===== config.mk =====
export PLATFORM = sky130hd
export DESIGN_NAME = mem_wb_stage
export DESIGN_NICKNAME = d
export VERILOG_FILES = /design/src/rtl/mem_stage_pkg.sv /design/src/rtl/dmem_handshake_fsm.sv /design/src/rtl/mem_wb_stage.sv
export SDC_FILE = /design/constraint.sdc
export NUM_CORES = 1
export LEC_CHECK = 0
export CAP_MARGIN = 10
export CORE_ASPECT_RATIO = 0.75
export CORE_UTILIZATION = 30
export DETAILED_ROUTE_END_ITERATION = 16
export PLACE_DENSITY_LB_ADDON = 0.05
export SKIP_CTS_REPAIR_TIMING = 1
export SYNTH_ARGS = -nofsm -noshare
export SYNTH_HDL_FRONTEND = slang
export SYNTH_SLANG_ARGS = --single-unit

===== constraint.sdc =====
create_clock -name CLOCK -period 2.91 [get_ports CLOCK]
set_input_delay 0.4365 -clock CLOCK [delete_from_list [all_inputs] [get_ports CLOCK]]
set_output_delay 0.4365 -clock CLOCK [all_outputs]
set_load 0.02 [all_outputs]

===== src/rtl/mem_stage_pkg.sv =====
// mem_stage_pkg: shared types and default parameters for the MEM stage.
package mem_stage_pkg;
  typedef enum logic {IDLE, ACCESS} state_t;
  localparam int TIMEOUT_CYCLES_DEF = 255;
  localparam logic [31:0] POISON_DATA_DEF = 32'hDEADBEEF;
endpackage


===== src/rtl/dmem_handshake_fsm.sv =====
// dmem_handshake_fsm: data-memory request handshake with saturating timeout counter.
module dmem_handshake_fsm
  import mem_stage_pkg::*;
#(
  parameter int TIMEOUT_CYCLES = TIMEOUT_CYCLES_DEF
) (
  input  logic        CLOCK,
  input  logic        RESET,
  input  logic        start,
  input  logic        store,
  input  logic [31:0] addr,
  input  logic [31:0] wdata,
  input  logic        ready,
  output state_t      state,
  output logic        req,
  output logic        we,
  output logic [31:0] req_addr,
  output logic [31:0] req_wdata,
  output logic        done,
  output logic        timeout
);
  localparam int CW = $clog2(TIMEOUT_CYCLES) + 1;
  logic [CW-1:0] cnt;
  assign done    = state == ACCESS && ready;
  assign timeout = state == ACCESS && !ready && cnt == CW'(TIMEOUT_CYCLES - 1);
  always_ff @(posedge CLOCK) begin
    if (RESET) begin
      state     <= IDLE;
      req       <= 1'b0;
      we        <= 1'b0;
      req_addr  <= '0;
      req_wdata <= '0;
      cnt       <= '0;
    end else if (state == IDLE) begin
      if (start) begin
        state     <= ACCESS;
        req       <= 1'b1;
        we        <= store;
        req_addr  <= addr;
        req_wdata <= wdata;
        cnt       <= '0;
      end
    end else begin
      if (done || timeout) begin
        state <= IDLE;
        req   <= 1'b0;
      end
      cnt <= &cnt ? cnt : cnt + CW'(1);
    end
  end
endmodule


===== src/rtl/mem_wb_stage.sv =====
// mem_wb_stage: MEM stage with data-memory handshake, branch resolve and MEM/WB registers.
module mem_wb_stage
  import mem_stage_pkg::*;
#(
  parameter int          TIMEOUT_CYCLES = TIMEOUT_CYCLES_DEF,
  parameter logic [31:0] POISON_DATA    = POISON_DATA_DEF
) (
  input  logic        CLOCK,
  input  logic        RESET,
  input  logic        RegWriteEN_In,
  input  logic        Mem2RegSEL_In,
  input  logic        MemWriteEN_In,
  input  logic        Branch_In,
  input  logic        ZeroFlag_In,
  input  logic [31:0] ALUResult_In,
  input  logic [31:0] WriteData_In,
  input  logic [31:0] WriteReg_In,
  input  logic [31:0] PC_In,
  output logic        DMemReq,
  output logic        DMemWE,
  output logic [31:0] DMemAddr,
  output logic [31:0] DMemWData,
  input  logic [31:0] DMemRData,
  input  logic        DMemReady,
  output logic        MemStall,
  output logic        PCSrc,
  output logic [31:0] BranchTarget,
  output logic        MemError,
  output logic        RegWriteEN_Out,
  output logic        Mem2RegSEL_Out,
  output logic [31:0] ReadData_Out,
  output logic [31:0] ALUResult_Out,
  output logic [31:0] WriteReg_Out
);
  state_t state;
  logic   is_mem, done, timeout, complete;
  assign is_mem       = Mem2RegSEL_In | MemWriteEN_In;
  assign complete     = (state == IDLE && !is_mem) || done || timeout;
  assign MemStall     = !complete;
  assign PCSrc        = Branch_In & ZeroFlag_In & ~MemStall;
  assign BranchTarget = PC_In;
  dmem_handshake_fsm #(.TIMEOUT_CYCLES(TIMEOUT_CYCLES)) u_fsm (
    .CLOCK     (CLOCK),
    .RESET     (RESET),
    .start     (is_mem),
    .store     (MemWriteEN_In),
    .addr      (ALUResult_In),
    .wdata     (WriteData_In),
    .ready     (DMemReady),
    .state     (state),
    .req       (DMemReq),
    .we        (DMemWE),
    .req_addr  (DMemAddr),
    .req_wdata (DMemWData),
    .done      (done),
    .timeout   (timeout)
  );
  // Stalled cycles insert a bubble; a timed-out access completes without writing back.
  always_ff @(posedge CLOCK) begin
    if (RESET) begin
      MemError       <= 1'b0;
      RegWriteEN_Out <= 1'b0;
      Mem2RegSEL_Out <= 1'b0;
      ReadData_Out   <= '0;
      ALUResult_Out  <= '0;
      WriteReg_Out   <= '0;
    end else begin
      MemError       <= MemError | timeout;
      RegWriteEN_Out <= complete & ~timeout & RegWriteEN_In;
      Mem2RegSEL_Out <= complete & Mem2RegSEL_In;
      if (complete) begin
        ALUResult_Out <= ALUResult_In;
        WriteReg_Out  <= WriteReg_In;
      end
      ReadData_Out <= timeout ? POISON_DATA : (done && !DMemWE) ? DMemRData : ReadData_Out;
    end
  end
endmodule


==> run_results.csv, run 1 <==
group,metric,value,unit
sta,hold_viol_final,0,
drt,ant_nets,0,
worst_hold_path,hold_start,"RESET",
clocking,cts_tree,"done",
worst_setup_path,endpoint_kind,"primary output",
sta,setup_tns,0,ps
worst_setup_path,worstSetupPathType,"reg -> out",
worst_setup_path,crit_family,"simple AND/OR/NAND/NOR gates",
floorplan,ioPinCount,367,
synth,synth_top_area_share,0.502,
synth,ys_ff_latch,175,
clocking,clk_pin_slew_worst_paths,60,ps
worst_setup_path,cp_num_buf_inv,1,
worst_setup_path,crit_slowest_cell,"clkdlybuf4s50_1",
sta,relSlewSlack,0.292,
sta,report.final.slew_viol_count,0,
grt,antenna_found_initial,0,
synth,yosysUniqueCellTypes,36,
floorplan,coreArea,22500,um^2
worst_setup_path,cp_data_arrival_time,2180,ps
grt,overflow,0,
grt,grt_first_pass_wirelength,34500,um
drt,dr.pass1.iters,4,
layout,layout_common_cells,"300 x clkdlybuf4s50_1, 201 x nand2_1, 175 x dfxtp_1",
synth,synth_cells,826,
synth,yosys_warnings,0,
sta,setup_viol,0,
layout,mostFrequentLayoutCell,"clkdlybuf4s50_1",
layout,utilization,0.475,
layout,diodes,0,
sta,rsz0062_at_grt,"false",
floorplan,die-area,23900,um^2
sta,tightestPinTransition,1060,ps
sta,max_freq,383,MHz
synth,syn_area_per_cell,8.46,um^2
floorplan,die_w,178,um
layout,multi_input_area,2940,um^2
layout,layout.nets,1229,
layout,syn_to_final_growth,52.7,%
synth,ys.flop_type,"dfxtp_1",
drt,via_per_inst,4.64,
synth,synth_edf_count,0,
worst_setup_path,crit_start,"u_fsm.cnt[1]$_SDFFE_PP0P_",
drt,vias,6334,
synth,synthesis.nets,997,
status,status,"finished, final reports clean",
worst_setup_path,critPathRequiredTime,2470,ps
worst_setup_path,r2r_start,"u_fsm.cnt[0]$_SDFFE_PP0P_",
worst_setup_path,cp_cell_sequence,"ha_1, nor4bb_1, nand4_1, and2_4, clkdlybuf4s50_1",
power_and_ir_drop,leakagePower,0.00382,uW
place,port_buffers,302,
worst_setup_path,critPathMaxStageDelay,540,ps
place,place.gp.congestion,0.728,
clocking,root_buffer,"clkbuf_16",
worst_setup_path,worstPathMaxFanout,6,
layout,n_fill_cell,2181,
sta,fin_skew,10.0,ps
drt,first_iter_violations,367,
worst_setup_path,start_kind,"flip-flop",
floorplan,die_h,134,um
sta,period_needed,2610,ps
sta,fin_crit_sh,0.898,
clocking,cts_buffer_depth,2,
power_and_ir_drop,powerDensity,586,nW/um^2
clocking,clock-sinks,175,
layout,drive_gt1_frac,0.0523,
drt,wirelength,22400,um
worst_hold_path,min_path_type,"in -> reg",
floorplan,row_count,47,
layout,seq_area,3500,um^2
clocking,cts_inserted_buffers,17,
grt,grt_max_degree,92,
synth,synthTopCellsByArea,"dfxtp_1 50%, nand2_1 11%, nand4b_1 8.0%",
grt,grt_pass1_vias,6035,
synth,yosysTopAreaCell,"dfxtp_1",
place,hpwl,14500,um
synth,ys_async_sr_fraction,0,
drt,wl_per_cell,16.5,um
clocking,htreeDepth,4,
synth,seq_area_frac_synth,0.502,
floorplan,start_util,0.311,
synth,syn-cell-area,6980,um^2
clocking,clk_latency,420,ps
grt,grt_usage,0.184,
power_and_ir_drop,vdd_drop_max,341,uV
drt,drc_errors,0,
flow_run,drv_cap,0,
[stage by stage]
step	setup WS [ps]	instance area (um^2)	std cells	total power, uW	hold slack [ps]
after floorplan	833	6980	826	3260	448
after global placement	276	10000	1333	3820	436
after detailed placement	220	10000	1333	3820	445
after CTS	76.7	10700	1364	6350	417
after global routing	128	10700	1364	6540	441
final	297	10700	1364	6250	443
[sequential cells by signal (all words and copies together) (netlist names)]
| name | count |
|---|---|
| u_fsm.req | 1 |
| ReadData_Out | 32 |
| ALUResult_Out | 32 |
| u_fsm.req_wdata | 32 |
| RegWriteEN_Out | 1 |
| MemError | 1 |
| u_fsm.cnt | 9 |
| u_fsm.we | 1 |
| u_fsm.req_addr | 32 |
| u_fsm.state | 1 |
| WriteReg_Out | 32 |
| Mem2RegSEL_Out | 1 |
[cell type report]
type,instances,share of cell area
Inverter,2,0.000704
Clock buffer,22,0.0454
Sequential cell,175,0.329
Clock inverter,9,0.0147
Tap cell,294,0.0345
Multi-Input combinational cell,545,0.276
Timing Repair Buffer,317,0.300
[kinds of logic (layout without fill, tap and decap cells)]
group / Yosys count / after routing / synth area share
and+or+nand+nor: 362 / 362 / 0.274
AOI/OAI and AO/OA: 177 / 177 / 0.134
muxes: 3 / 3 / 0.00466
adders and majority gates: 3 / 3 / 0.00537
DFF: 175 / 175 / 0.502
buffers and inverters: 106 / 350 / 0.0803
[per-layer routing]
layer / part of all wire / vias to the layer above / GRT usage
met2: 0.43 / 212 / 0.273
met1: 0.47 / 2858 / 0.251
li1: - / 3233 / -
met5: 0 / - / 0
met4: 0.011 / 0 / 0.0471
met3: 0.084 / 31 / 0.0677
[worst paths after layout]
check	depth (start not counted)	slack [ps]	end
worst max register to register	8	620	ReadData_Out[8]$_SDFFE_PP0N_
worst min-delay path	2	440	u_fsm.cnt[7]$_SDFFE_PP0P_
worst max-delay path	5	300	MemStall
worst min register to register	2	450	u_fsm.req_wdata[22]$_SDFFE_PP0P_
[power breakdown]
group | switching, uW | internal (uW) | leakage, uW
Combinational | 574 | 559 | 0.00207
Sequential | 77.7 | 2550 | 0.00143
Clock | 966 | 1530 | 0.000316
[Yosys cell counts (4+ instances only)]
| master | n |
|---|---|
| a21oi_1 | 78 |
| a31oi_1 | 27 |
| buf_1 | 9 |
| buf_2 | 10 |
| buf_4 | 32 |
| buf_6 | 4 |
| clkbuf_1 | 49 |
| dfxtp_1 | 175 |
| nand2_1 | 201 |
| nand2b_1 | 66 |
| nand4b_1 | 64 |
| nor2_1 | 13 |
| o21ai_0 | 40 |
| o21ai_1 | 27 |
(Power assumes the default switching activity.)
==> run 2, diff against run 1 <==
--- a/config.mk
+++ b/config.mk
@@ -5,7 +5,7 @@
 export SDC_FILE = /design/constraint.sdc
 export NUM_CORES = 1
 export LEC_CHECK = 0
-export CAP_MARGIN = 10
+export CAP_MARGIN = 0
 export CORE_ASPECT_RATIO = 0.75
 export CORE_UTILIZATION = 30
 export DETAILED_ROUTE_END_ITERATION = 16
==> results of run 2 <==
Same layout as run 1: the final DEF is identical, and so are final timing and power.
